--- src/rtl/rv_imem_loader_if.sv ---
// Stream-in / imem-write bundle for rv_imem_loader.
//   AW          : imem word-address width
//   s_valid     : byte valid (source -> loader)
//   s_ready     : loader can accept a byte (loader -> source)
//   s_data[7:0] : program byte
//   s_last      : final byte of the program, qualified by s_valid
//   imem_we     : one-cycle word write strobe (loader -> imem)
//   imem_addr   : word index of the write
//   imem_wdata  : 32-bit little-endian word written
// Modports: master = byte source / imem side, slave = the loader.
interface rv_imem_loader_if #(
  parameter int AW = 6
);
  logic          s_valid;
  logic          s_ready;
  logic [7:0]    s_data;
  logic          s_last;
  logic          imem_we;
  logic [AW-1:0] imem_addr;
  logic [31:0]   imem_wdata;

  modport master (
    output s_valid, s_data, s_last,
    input  s_ready, imem_we, imem_addr, imem_wdata
  );

  modport slave (
    input  s_valid, s_data, s_last,
    output s_ready, imem_we, imem_addr, imem_wdata
  );
endinterface

--- src/rtl/rv_imem_loader.sv ---
// Boot-time program loader for rvsingle_top.
// Packs a valid/ready byte stream into little-endian 32-bit words, writes
// them into the core's instruction memory, and holds the core in reset until
// the load is complete.
// Ports:
//   clk          : clock, all state updates on the rising edge
//   reset        : synchronous active-low reset (0 = reset)
//   bus          : rv_imem_loader_if.slave (byte stream in, imem write out)
//   core_reset   : active-high reset to rvsingle_top
//   done         : load complete, core running
//   err          : image overflow (or checksum mismatch when enabled)
// Optional build macro RV_IMEM_LOADER_CHECKSUM_EN adds:
//   exp_checksum : expected mod-2^32 sum of all written words
//   checksum     : running mod-2^32 sum of written words
// Parameters:
//   AW           : imem word-address width (capacity 2^AW words)
//   HOLD_CYCLES  : cycles core_reset stays high after the final write (1..255)
module rv_imem_loader #(
  parameter int AW          = 6,
  parameter int HOLD_CYCLES = 2
) (
  input  logic                clk,
  input  logic                reset,
  rv_imem_loader_if.slave     bus,
`ifdef RV_IMEM_LOADER_CHECKSUM_EN
  input  logic [31:0]         exp_checksum,
  output logic [31:0]         checksum,
`endif
  output logic                core_reset,
  output logic                done,
  output logic                err
);

  typedef enum logic [2:0] {
    IDLE,
    LOAD,
    HOLD,
    RUN,
    ERROR
  } state_t;

  state_t        state;
  logic [1:0]    byte_cnt;
  logic [AW-1:0] word_cnt;
  logic [7:0]    hold_cnt;
  logic [31:0]   asm_q;

  logic          accept;
  logic          word_end;
  logic          word_full;
  logic [31:0]   word_nxt;

  always_comb begin
    accept    = (state == LOAD) && bus.s_valid && bus.s_ready;
    word_end  = (byte_cnt == 2'd3) || bus.s_last;
    word_full = &word_cnt;
    // asm_q is cleared after every word, so lanes above byte_cnt stay zero
    // and a short final word is zero-padded for free.
    word_nxt  = asm_q | ({24'b0, bus.s_data} << {byte_cnt, 3'b000});
  end

  always_ff @(posedge clk) begin
    if (!reset) begin
      state          <= IDLE;
      byte_cnt       <= '0;
      word_cnt       <= '0;
      hold_cnt       <= '0;
      asm_q          <= '0;
      bus.s_ready    <= 1'b0;
      bus.imem_we    <= 1'b0;
      bus.imem_addr  <= '0;
      bus.imem_wdata <= '0;
      core_reset     <= 1'b1;
      done           <= 1'b0;
      err            <= 1'b0;
`ifdef RV_IMEM_LOADER_CHECKSUM_EN
      checksum       <= '0;
`endif
    end else begin
      bus.imem_we <= 1'b0;
      case (state)
        IDLE: begin
          state       <= LOAD;
          bus.s_ready <= 1'b1;
        end

        LOAD: begin
          if (accept) begin
            if (word_end) begin
              bus.imem_we    <= 1'b1;
              bus.imem_addr  <= word_cnt;
              bus.imem_wdata <= word_nxt;
              word_cnt       <= word_cnt + AW'(1);
              byte_cnt       <= '0;
              asm_q          <= '0;
`ifdef RV_IMEM_LOADER_CHECKSUM_EN
              checksum       <= checksum + word_nxt;
`endif
              // s_last wins over the full check, so an image that exactly
              // fills imem is accepted.
              if (bus.s_last) begin
                state       <= HOLD;
                bus.s_ready <= 1'b0;
              end else if (word_full) begin
                state       <= ERROR;
                bus.s_ready <= 1'b0;
                err         <= 1'b1;
              end
            end else begin
              asm_q    <= word_nxt;
              byte_cnt <= byte_cnt + 2'd1;
            end
          end
        end

        HOLD: begin
          // Entered on the final write edge; leaving on the HOLD_CYCLES-th
          // edge after it.
          if (hold_cnt == 8'(HOLD_CYCLES - 1)) begin
`ifdef RV_IMEM_LOADER_CHECKSUM_EN
            if (checksum == exp_checksum) begin
              state      <= RUN;
              core_reset <= 1'b0;
              done       <= 1'b1;
            end else begin
              state      <= ERROR;
              err        <= 1'b1;
            end
`else
            state      <= RUN;
            core_reset <= 1'b0;
            done       <= 1'b1;
`endif
          end else begin
            hold_cnt <= hold_cnt + 8'd1;
          end
        end

        RUN: begin
          state <= RUN;
        end

        ERROR: begin
          state <= ERROR;
        end

        default: begin
          state       <= ERROR;
          bus.s_ready <= 1'b0;
          core_reset  <= 1'b1;
          done        <= 1'b0;
          err         <= 1'b1;
        end
      endcase
    end
  end

endmodule

--- src/flat_wrapper.sv ---
// flat-port wrapper written by rule: the top's interface ports become plain ports
module rv_imem_loader_flat 
#(
  parameter int AW          = 6,
  parameter int HOLD_CYCLES = 2
)
  (clk, reset, core_reset, done, err, bus_s_valid, bus_s_data, bus_s_last, bus_s_ready, bus_imem_we, bus_imem_addr, bus_imem_wdata);
  rv_imem_loader_if #(.AW(AW)) bus_i ();
  input  logic clk;
  input  logic reset;
  output logic core_reset;
  output logic done;
  output logic err;
  input wire logic [$bits(bus_i.s_valid)-1:0] bus_s_valid;
  input wire logic [$bits(bus_i.s_data)-1:0] bus_s_data;
  input wire logic [$bits(bus_i.s_last)-1:0] bus_s_last;
  output wire logic [$bits(bus_i.s_ready)-1:0] bus_s_ready;
  output wire logic [$bits(bus_i.imem_we)-1:0] bus_imem_we;
  output wire logic [$bits(bus_i.imem_addr)-1:0] bus_imem_addr;
  output wire logic [$bits(bus_i.imem_wdata)-1:0] bus_imem_wdata;
  assign bus_i.s_valid = bus_s_valid;
  assign bus_i.s_data = bus_s_data;
  assign bus_i.s_last = bus_s_last;
  assign bus_s_ready = bus_i.s_ready;
  assign bus_imem_we = bus_i.imem_we;
  assign bus_imem_addr = bus_i.imem_addr;
  assign bus_imem_wdata = bus_i.imem_wdata;
  rv_imem_loader #(.AW(AW), .HOLD_CYCLES(HOLD_CYCLES)) u_core (.clk(clk), .reset(reset), .bus(bus_i), .core_reset(core_reset), .done(done), .err(err));
endmodule
--- config.mk ---
export PLATFORM = sky130hd
export DESIGN_NAME = rv_imem_loader_flat
export DESIGN_NICKNAME = d
export VERILOG_FILES = /design/src/rtl/rv_imem_loader_if.sv /design/src/rtl/rv_imem_loader.sv /design/src/flat_wrapper.sv
export SDC_FILE = /design/constraint.sdc
export NUM_CORES = 1
export LEC_CHECK = 0
export BUFFER_PORTS_ARGS = -buffer_cell sky130_fd_sc_hd__buf_2
export CAP_MARGIN = 20
export CORE_MARGIN = 1.5
export CORE_UTILIZATION = 30
export CTS_CLUSTER_DIAMETER = 120
export CTS_CLUSTER_SIZE = 8
export DETAILED_ROUTE_END_ITERATION = 6
export SLEW_MARGIN = 10
export SYNTH_ARGS = -nofsm -noshare
export SYNTH_HDL_FRONTEND = slang
export SYNTH_SLANG_ARGS = --single-unit
--- constraint.sdc ---
create_clock -name clk -period 2.2 [get_ports clk]
set_input_delay 0.11 -clock clk [delete_from_list [all_inputs] [get_ports clk]]
set_output_delay 0.11 -clock clk [all_outputs]
set_load 0.005 [all_outputs]
* Word-level counts from Yosys, hierarchy flattened
Index checks and enable logic that the tools add are counted.
Widths: inputs -> output; s select.
** Storage, ports and cells
- Bits in writable memories :: 0
- Memories :: 0
- Memory bits (read-only) :: 0
- Flip-flop bits (word level) :: 94
- Word-level logic and storage cells :: 72
- Bits in latches :: 0
- Output and inout port bits :: 43
** Operators by class
- Div/mod/pow operators :: 0
- Shift-type cells :: 1
- Bitwise gates (word level) :: 5
- Reduce and logical (&&, ||, !) cells :: 16
- Magnitude comparators :: 0
- Equality and inequality tests :: 12
- Mux-type cells :: 23
- Multipliers :: 0
- Add/sub/neg operators :: 3
** Operators with widths (number)
- $mux 32 :: 1
- $or 32x32->32 :: 1
- $shl 8x5->32 :: 1
- $mux 3 :: 5
- $pmux 3 s4 :: 1
- $mux 1 :: 11
- $add 8x1->8 const B :: 1
- $eq 8x1->1 const B :: 1
- $ne 2x1->1 const B :: 4
- $reduce_and 4->1 :: 2
- $reduce_or 4->1 :: 2
- $add 6x1->6 const B :: 1
- $eq 3x2->1 const B :: 2
- $pmux 1 s2 :: 3
- $reduce_and 2->1 :: 3
- $reduce_and 3->1 :: 2
- $reduce_and 6->1 :: 1
- $reduce_and 5->1 :: 1
- $not 1->1 :: 4
- $eq 3x1->1 const B :: 1
- $eq 3x3->1 const B :: 1
- $logic_not 3->1 :: 1
- $ne 3x2->1 const B :: 1
- $pmux 1 s3 :: 1
- other kinds (7) :: 8

* Depth between registers and ports, before layout
Gate-level depths: netlist (run 1).
- Depth after elaboration :: 6
- Mapped depth :: 7

* Worst setup path before layout (run 1)
OpenSTA, ideal clock, no wires.
- Path type :: register to register
- Start :: register u_core.word_cnt[0]
- End :: register u_core.bus.s_ready
- Period minus slack after synthesis :: 1.606 ns
- Arrival :: 1.547 ns
- Data required time :: 2.141 ns
- Path slack :: 0.594 ns
- Cell stages (with the launch flop) :: 6
- Setup time :: 0.059 ns
- Path buffers :: 0
- Path through :: dfxtp_1 ha_1 and4_1 a31o_2 a2111oi_2 o221a_2
** Between the ends
- Cells in the longest elaborated chain, start to end :: 3
** Ends and longest elaborated chain
- start: declaration :: line rv_imem_loader.sv:44 : logic [AW-1:0] word_cnt;
- start signal: assignment :: line rv_imem_loader.sv:93 : word_cnt <= word_cnt + AW'(1);
- $reduce_and 6->1 :: line rv_imem_loader.sv:56 : word_full = &word_cnt;
- $ne 3x2->1 (no line)
- $reduce_and 4->1 (no line)
- end signal: assignment :: line rv_imem_loader.sv:69 : bus.s_ready <= 1'b0;
- end signal: assignment :: line rv_imem_loader.sv:84 : bus.s_ready <= 1'b1;
- end signal: assignment :: line rv_imem_loader.sv:103 : bus.s_ready <= 1'b0;
- end: declaration :: line rv_imem_loader_if.sv:29 : output s_ready, imem_we, imem_addr, imem_wdata
Every way passes these cells.
A chain may end at the register's enable or synchronous reset.

* Final worst setup path (run 1)
- Start :: register u_core.state[1]
- End :: register u_core.err
** Between the ends
- Cells in the longest elaborated chain, start to end :: 5
- Elaborated cells on any way between the ends :: 15
- Those cells by class :: eq/ne (8); mux (1); bitwise (1); reduce/logical (5)
** Ends and longest elaborated chain
- start: declaration :: line rv_imem_loader.sv:42 : state_t state;
- start signal: assignment :: line rv_imem_loader.sv:64 : state <= IDLE;
- start signal: assignment :: line rv_imem_loader.sv:83 : state <= LOAD;
- start signal: assignment :: line rv_imem_loader.sv:102 : state <= HOLD;
- $eq 3x1->1 :: line rv_imem_loader.sv:54, rv_imem_loader.sv:81
- $logic_and 1x1->1 (2 in series) :: line rv_imem_loader.sv:54 : accept = (state == LOAD) && bus.s_valid && bus.s_ready;
- $ne 2x1->1 (no line)
- $reduce_and 5->1 (no line)
- end signal: assignment :: line rv_imem_loader.sv:75 : err <= 1'b0;
- end signal: assignment :: line rv_imem_loader.sv:107 : err <= 1'b1;
- end signal: assignment :: line rv_imem_loader.sv:152 : err <= 1'b1;
- end: declaration :: line rv_imem_loader.sv:31 : output logic err
Several ways; a longest one is shown, not always the timed one.

==> results of run 1 <==
-- cell families after synthesis --
| kind of cell | after synthesis | share of synthesized area |
|---|---|---|
| muxes | 8 | 0.0224 |
| adders and majority gates | 4 | 0.0140 |
| xor gates and xnor gates | 7 | 0.0172 |
| DFF | 94 | 0.526 |
| AOI/OAI and AO/OA | 122 | 0.220 |
| buffers and inverters | 41 | 0.0581 |
| and+or+nand+nor | 103 | 0.142 |
-- cells in the mapped netlist, types with 2 or more instances --
library cell and instances:
o21ai_0 3, nor2_1 54, buf_6 3, clkbuf_2 9
inv_1 6, clkbuf_1 6, nand3_1 3, o2bb2ai_1 31
nor2b_1 2, mux2i_1 8, a211oi_1 2, nand4_1 6
dfxtp_1 94, a31o_2 4, buf_2 13, xnor2_1 5
ha_1 4, a21oi_1 72, a31oi_1 3, nand2_1 9
buf_1 2, nand2b_1 4, and2_1 3, xor2_1 2
and3_1 5, nor3_1 4
-- critical path, cell delays in order (launching register included) --
cell and delay [ps]:
dfxtp_1 390, and4bb_1 400, and3b_1 310, buf_4 290, nand3_1 130, a211oi_1 230
-- layer usage --
metal,track usage,up-vias,routed length (um)
li1,-,1419,-
met1,0.164,1271,3670
met2,0.212,64,3670
met3,0.0513,4,459
met4,0.0304,0,52
met5,0,-,0
-- per-stage QoR --
| stage | cells | hold WS, ps | setup WS [ps] | util | area, um2 |
|---|---|---|---|---|---|
| global route | 568 | 105 | 234 | 0.366 | 4220 |
| floorplan | 379 | 292 | 594 | - | 3570 |
| finish | 568 | 115 | 358 | 0.366 | 4220 |
| detailed placement | 552 | 442 | 402 | 0.341 | 3930 |
| CTS | 568 | 102 | 367 | 0.366 | 4220 |
| global placement | 552 | 441 | 447 | 0.341 | 3930 |
-- registers in the layout (all words and copies together), names as in the netlist --
name	flops
u_core.done	1
u_core.bus.imem_we	1
u_core.bus.imem_wdata	32
u_core.err	1
u_core.state	3
u_core.word_cnt	6
u_core.bus.imem_addr	6
u_core.byte_cnt	2
u_core.asm_q	32
u_core.hold_cnt	8
u_core.bus.s_ready	1
u_core.core_reset	1
-- final cells by class --
cell class              instances  share of cell area
repair buffers                 64              0.0849
flip-flops and latches         94               0.446
clock inverters                 6              0.0107
well taps                     143              0.0424
multi-input cells             244               0.353
inverters                       7             0.00623
clock buffers                  10              0.0567
-- power by group --
group / leakage [nW] / total (mW) / internal [mW] / switching [mW]
clock: 0.143 / 1.46 / 0.804 / 0.651
combinational: 0.758 / 0.139 / 0.0481 / 0.0908
sequential: 0.758 / 1.72 / 1.71 / 0.0103
total: 1.66 / 3.32 / 2.57 / 0.752
-- worst min-delay path by stage --
stage | slack [ps] | cells after the start | from | end
3_5_place_dp | 440 | 1 | u_core.bus.imem_wdata[29] | u_core.bus.imem_wdata[29]
2_1_floorplan | 290 | 2 | bus_s_last | u_core.state[2]
4_1_cts | 100 | 2 | reset | u_core.bus.s_ready
6_report | 110 | 2 | reset | u_core.bus.s_ready
5_1_grt | 110 | 2 | reset | u_core.bus.s_ready
3_3_place_gp | 440 | 1 | u_core.bus.imem_wdata[16] | u_core.bus.imem_wdata[16]
==> impl_metrics.py, run 1 <==
metrics = {
    "setup_path": {
        "cp-end-kind": "flip-flop",
        "arrival_ps": 2090,
        "cp_max_fo": 17,
        "ff2ff_path_depth": 5,
        "reg2reg_slack_ps": 360,
        "r2r-end": "u_core.err",
        "endpoint": "u_core.err",
        "crit_type": "flip-flop to flip-flop",
        "startpoint_type": "flip-flop",
        "cp.required_ps": 2450,
        "crit_start": "u_core.state[1]",
        "rr_startpoint": "u_core.state[1]",
    },
    "timing": {
        "min_period_over_period": 0.837,
        "slew_violations": 0,
        "period_needed_ps": 1840,
        "relSlewSlack": 0.689,
        "hold_viol_final": 0,
        "tightest_slew_ps": 466,
        "rsz0062_at_grt": "false",
        "fin_skew_ps": 8.09,
        "setup-violations-final": 0,
        "tns_ps": 0,
        "max_freq_ghz": 0.543,
    },
    "synth": {
        "synth_cell_types": 48,
        "yosysWarnings": 0,
        "ys_seq_area_frac": 0.526,
        "synthTopCellsByArea": "dfxtp_1 (53%), a21oi_1 (10%), o2bb2ai_1 (7.6%)",
        "syn_inst": 379,
        "syn_nets": 395,
        "synth.avg_cell_area_um2": 9.43,
        "ys_ff_latch": 94,
        "yosysTopAreaCell": "dfxtp_1",
        "synth_edf_count": 0,
        "netlist_area_mm2": 0.00357,
        "synth_top_area_share": 0.526,
        "async_flop_share": 0,
        "synth_ff_type": "dfxtp_1",
    },
    "floorplan": {
        "coreArea_mm2": 0.0115,
        "fp.dieH_um": 112,
        "start_util": 0.310,
        "dieArea_mm2": 0.0126,
        "chipWidth_um": 112,
        "io_pins": 55,
        "num_rows": 39,
    },
    "global_route": {
        "grt.overflow.total": 0,
        "grt_usage": 0.130,
        "grt_max_degree": 34,
        "grt_pass1_wl_um": 12900,
        "antenna_found_initial": 0,
        "grt_pass1_vias": 2577,
    },
    "layout": {
        "nFillCells": 1183,
        "area_delta_synth_final_pct": 18.0,
        "final_cell_mix": "dfxtp_1 (94), a21oi_1 (72), buf_2 (54)",
        "diodes": 0,
        "final_nets": 436,
        "drive_gt1_frac": 0.216,
        "multi_input_area_mm2": 0.00149,
        "final_common_cell": "dfxtp_1",
        "ff_latch_area_mm2": 0.00188,
    },
    "clock_tree": {
        "cts_sinks": 94,
        "cts-htree-levels": 3,
        "clockBufferDepth": 2,
        "path_clk_slew_ps": 60,
        "cts_setup_buffers": 0,
        "clock_latency_ps": 340,
        "cts_resized": 0,
        "cts_tree": "built",
        "cts_root_buf": "clkbuf_16",
        "cts-buffers-inserted": 9,
        "cts_hold_buf": 0,
    },
    "detailed_routing": {
        "wirelength_um": 7850,
        "drc": 14,
        "first_iter_violations": 127,
        "routedWlPerCell_um": 13.8,
        "dr.pass1.iters": 6,
        "ant_nets": 0,
        "vias": 2758,
        "vias_per_cell": 4.86,
    },
    "placement": {
        "gp_congestion": 0.758,
        "port_buffers": 54,
        "dp_hpwl_um": 5380,
    },
    "min_path": {
        "hold_class": "input pin to flip-flop",
    },
    "status": {
        "violations": "DRC",
        "status": "finished with violations",
    },
    "pwr": {
        "p_per_area_mw_per_mm2": 787,
        "power_mw": 3.32,
        "peakVddDrop_uv": 401,
        "leakagePower_nw": 1.66,
    },
    "flow_run": {
        "cap_violations": 0,
    },
}
(Power assumes the default switching activity.)
==> inputs of run 2 (changes only) <==
Clock period 2.2 ns to 1.57 ns, I/O delays scaled along.
==> run 2 against run 1 <==
  * The run still ends with DRC left
  * Routed wire length rose by 12%
  * Critical endpoint is now u_core.bus.imem_wdata[29]
  * Clock power rose by 49%
  * Largest power group unchanged
  * Maximum frequency rose by 19%
  * Combinational power rose by 97%
  * Critical path type unchanged
==> impl_metrics.py, run 2 (synthesis gave the netlist of run 1 again) <==
metrics = {
    "status": {
        "status": "finished with violations",
        "violations": "DRC",
    },
    "detailed_routing": {
        "vias": 2916,
        "first_iter_violations": 99,
        "wirelength_um": 8770,
        "routedWlPerCell_um": 14.8,
        "ant_nets": 0,
        "vias_per_cell": 4.93,
        "drc": 6,
        "dr.pass1.iters": 7,
    },
    "timing": {
        "tightest_slew_ps": 341,
        "slew_violations": 0,
        "fin_skew_ps": 8.65,
        "max_freq_ghz": 0.648,
        "setup-violations-final": 0,
        "min_period_over_period": 0.983,
        "period_needed_ps": 1540,
        "rsz0062_at_grt": "true",
        "hold_viol_final": 0,
        "relSlewSlack": 0.770,
    },
    "pwr": {
        "p_per_area_mw_per_mm2": 1040,
        "p_switching_mw": 1.18,
        "p_int_mw": 3.67,
        "switching_share": 0.243,
        "peakVddDrop_uv": 702,
        "leakagePower_nw": 1.85,
        "clockPowerShare": 0.447,
        "seqPwrFrac": 0.496,
        "p_comb_frac": 0.056,
    },
    "placement": {
        "port_buffers": 54,
        "gp_congestion": 0.818,
        "dp.cells": 568,
        "dp_hpwl_um": 5600,
    },
    "clock_tree": {
        "cts-htree-levels": 3,
        "cts-buffers-inserted": 9,
        "clock_latency_ps": 350,
        "clockBufferDepth": 2,
        "cts_hold_buf": 0,
        "cts_tree": "built",
        "cts_sinks": 94,
        "cts_root_buf": "clkbuf_16",
        "path_clk_slew_ps": 70,
    },
    "floorplan": {
        "start_util": 0.310,
        "io_pins": 55,
        "fp.dieH_um": 112,
        "dieArea_mm2": 0.0126,
        "coreArea_mm2": 0.0115,
        "chipWidth_um": 112,
        "num_rows": 39,
    },
    "setup_path": {
        "crit_type": "flip-flop to flip-flop",
        "crit_family": "simple AND/OR/NAND/NOR gates",
        "arrival_ps": 1830,
        "cp_max_fo": 7,
        "startpoint_type": "flip-flop",
        "cp_slowest_stage_delay_ps": 340,
        "crit_buf_inv": 3,
        "crit_path_top_delay_cell": "dfxtp_2",
        "path_cells": "ha_4, nor2_4, and3b_2, buf_6, nor2_4, buf_12, buf_16, o2bb2ai_2",
        "cp.required_ps": 1860,
        "cp-end-kind": "flip-flop",
        "cp_common_cell": "nor2_4",
        "reg2reg_slack_ps": 30,
    },
    "layout": {
        "fin_util": 0.403,
        "final_common_cell": "dfxtp_1",
        "instances_no_fill": 591,
        "diodes": 0,
        "top_regs": "u_core.asm_q (32), u_core.bus.imem_wdata (32), u_core.hold_cnt (8)",
        "final_cell_mix": "dfxtp_1 (91), a21oi_1 (72), buf_2 (54)",
        "drive_gt1_frac": 0.313,
        "area_delta_synth_final_pct": 30.0,
        "final_nets": 459,
    },
    "global_route": {
        "grt.overflow.total": 0,
        "grt_pass1_vias": 2730,
        "antenna_found_initial": 0,
        "grt_max_degree": 33,
        "grt_pass1_wl_um": 13800,
        "grt_usage": 0.140,
    },
    "flow_run": {
        "cap_violations": 0,
    },
    "min_path": {
        "hold_class": "input pin to flip-flop",
    },
}
[run 2: path summary, 6_finish.rpt]
kind                 startpoint                   endpoint  cells past startpoint
max          u_core.byte_cnt[1]  u_core.bus.imem_wdata[29]                      8
min                       reset         u_core.bus.s_ready                      2
max reg2reg  u_core.byte_cnt[1]  u_core.bus.imem_wdata[29]                      8
min reg2reg         u_core.done                u_core.done                      2
[run 2: layout make-up]
class,instances,area (um2)
fill,1173,6870
multi-input combinational,244,1640
clock buffer,10,239
sequential,94,1890
tap,143,179
timing repair buffer,87,616
inverter,7,26.3
clock inverter,6,62.6
[run 2: power by group through the flow]
stage,Clock (mW),Combinational (mW),Sequential (mW)
2_1_floorplan,0,0.135,2.47
3_3_place_gp,0,0.218,2.46
3_5_place_dp,0,0.222,2.46
4_1_cts,2.22,0.258,2.41
5_1_grt,2.31,0.298,2.41
6_report,2.17,0.274,2.41
[run 2: timing repair]
item,4_1_cts,5_1_grt
gates cloned,2,0
resized for setup,8,24
endpoints found under the setup margin,33,28
setup buffers,2,3
pin swaps,2,6
[run 2: routing by layer]
layer / global-route usage / share of wire
met4: 0.0380 / 0.0089
met1: 0.176 / 0.46
met3: 0.0448 / 0.047
met2: 0.231 / 0.49
met5: 0 / 0
[run 2: metrics by stage]
stage,cell area [um2],power (mW),hold slack [ps],worst slack (ps),setup TNS [ps]
floorplan,3580,2.60,261,4.61,0
global placement,4080,2.68,432,19.5,0
detailed placement,4080,2.69,438,-21.2,-149
CTS,4480,4.89,67.8,-0.832,-0.832
global route,4650,5.02,75.5,-31.6,-282
finish,4650,4.85,81.7,27.4,0
==> inputs of run 3 (changes only) <==
Settings changed: CORE_ASPECT_RATIO set to 1.75.
Clock period 1.57 ns to 1.4 ns, I/O delays scaled along.
==> run 3 against run 2 <==
  * The flow finishes with violations (DRC, setup timing)
  * Sequential share of layout area decreased by 2.4 points
  * Routed wire length increased by 3.4%
  * Sequential cell count unchanged
  * Setup slack got worse by 110 ps
  * Maximum frequency increased by 3.9%
  * Global-route usage increased by 0.24 points
  * Largest cell class unchanged
==> impl_metrics.py, run 3 (synthesis gave the netlist of run 1 again) <==
metrics = {
    "global_route": {
        "grt_max_degree": 34,
        "grt_pass1_wl_um": 14100,
        "antenna_found_initial": 0,
        "grt_usage": 0.142,
        "grt.overflow.total": 0,
        "grt_pass1_vias": 2912,
    },
    "timing": {
        "min_period_over_period": 1.06,
        "max_freq_ghz": 0.673,
        "tightest_slew_ps": 330,
        "rsz0062_at_grt": "true",
        "holdWs_ps": 67.2,
        "finalWorstSetupSlack_ps": -85.1,
        "hold_viol_final": 0,
        "slew_violations": 0,
        "period_needed_ps": 1490,
        "setup-violations-final": 79,
        "fin_skew_ps": 7.84,
        "relSlewSlack": 0.780,
        "tns_ps": -4510,
    },
    "clock_tree": {
        "clockBufferDepth": 2,
        "cts_root_buf": "clkbuf_16",
        "cts_hold_buf": 0,
        "cts_sinks": 94,
        "cts_tree": "built",
        "cts-htree-levels": 3,
        "cts-buffers-inserted": 9,
        "path_clk_slew_ps": 60,
        "clock_latency_ps": 340,
    },
    "setup_path": {
        "arrival_ps": 1750,
        "ff2ff_path_depth": 6,
        "cp-end-kind": "flip-flop",
        "rr_startpoint": "u_core.state[2]",
        "cp_max_fo": 17,
        "reg2reg_slack_ps": -90,
        "startpoint_type": "flip-flop",
        "crit_type": "flip-flop to flip-flop",
        "r2r-end": "u_core.bus.imem_wdata[0]",
        "cp.required_ps": 1670,
    },
    "floorplan": {
        "io_pins": 55,
        "fp.dieH_um": 147,
        "coreArea_mm2": 0.0116,
        "chipWidth_um": 85.5,
        "num_rows": 52,
        "dieArea_mm2": 0.0126,
        "start_util": 0.309,
    },
    "layout": {
        "final_common_cell": "dfxtp_1",
        "drive_gt1_frac": 0.406,
        "final_cell_mix": "dfxtp_1 (86), a21oi_1 (69), buf_2 (54)",
        "postLayoutCellArea_mm2": 0.00495,
        "final_nets": 469,
        "top_regs": "u_core.asm_q (32), u_core.bus.imem_wdata (32), u_core.hold_cnt (8)",
        "nFillCells": 1159,
        "diodes": 0,
        "area_delta_synth_final_pct": 38.4,
        "instances_no_fill": 593,
        "fin_util": 0.427,
    },
    "placement": {
        "place_area_mm2": 0.00420,
        "dp_hpwl_um": 6180,
        "gp_congestion": 0.807,
        "port_buffers": 54,
        "dp.cells": 574,
    },
    "detailed_routing": {
        "drc": 3,
        "wirelength_um": 9070,
        "dr.pass1.iters": 6,
        "vias": 3001,
        "vias_per_cell": 5.06,
        "ant_nets": 0,
        "routedWlPerCell_um": 15.3,
        "first_iter_violations": 181,
    },
    "pwr": {
        "peakVddDrop_uv": 586,
        "p_per_area_mw_per_mm2": 1120,
        "leakagePower_nw": 1.94,
    },
    "status": {
        "status": "finished with violations",
        "violations": "DRC, setup timing",
    },
    "min_path": {
        "min_from": "reset",
        "hold_end": "u_core.byte_cnt[1]",
        "hold_path_depth": 3,
        "hold_class": "input pin to flip-flop",
    },
    "flow_run": {
        "cap_violations": 0,
    },
}
-- run 3: cell types whose count changed in the layout (fill, tap and decap cells not counted), sizes merged --
cell,previous run,this run
clkinvlp,0,1
clkbuf,10,12
buf,87,95
bufinv,0,1
inv,10,8
-- run 3: metal layers --
layer  part of all wire  global-route usage  vias up
met3              0.043              0.0369       14
met5                  0                   0        -
met4              0.017              0.0540        0
met2               0.55               0.261       57
met1               0.39               0.153     1440
li1                   -                   -     1490
-- run 3: stage by stage --
| stage | setup WS [ps] | power, mW |
|---|---|---|
| 6_report | -85.1 | 5.52 |
| 3_5_place_dp | -125 | 3.02 |
| 4_1_cts | -54.7 | 5.53 |
| 2_1_floorplan | -65.8 | 2.93 |
| 3_3_place_gp | -66.8 | 3.02 |
| 5_1_grt | -163 | 5.71 |
-- run 3: power by group --
group | internal, mW | switching, mW | total, mW | leakage [nW]
Combinational | 0.131 | 0.191 | 0.321 | 1.03
Sequential | 2.69 | 0.0113 | 2.70 | 0.762
Clock | 1.45 | 1.05 | 2.49 | 0.149
-- run 3: worst max-delay path by stage --
stage / from / end / slack (ps) / depth (start not counted)
after floorplan: u_core.state[0] / u_core.bus.s_ready / -70 / 5
after global placement: u_core.state[1] / u_core.bus.imem_addr[5] / -70 / 5
after detailed placement: u_core.state[1] / u_core.word_cnt[5] / -130 / 5
after CTS: u_core.state[1] / u_core.err / -50 / 5
after global routing: u_core.state[2] / u_core.bus.imem_wdata[1] / -160 / 6
final: u_core.state[2] / u_core.bus.imem_wdata[0] / -90 / 6
-- run 3: cell type report --
type	instances	area [um2]	area share
clock buffer	10	239	0.0483
timing repair buffer	97	704	0.142
clock inverter	6	68.8	0.0139
inverter	7	26.3	0.00531
tap	135	169	0.0341
sequential	94	1890	0.382
multi-input combinational	244	1850	0.374
-- run 3: timing repair --
action                                  CTS  global route
cloned                                    0             2
buffers inserted                          1             1
endpoints found under the hold margin     0             0
endpoints found under the setup margin   86            88
pin swaps                                 5            17
resized for setup                        15            64
-- run 3: critical path: stages, from the launching register on --
cell and delay (ps):
dfxtp_2 320, and4bb_1 310, and3b_2 300, buf_6 120, nand2_4 60, buf_12 160
o2bb2ai_1 140
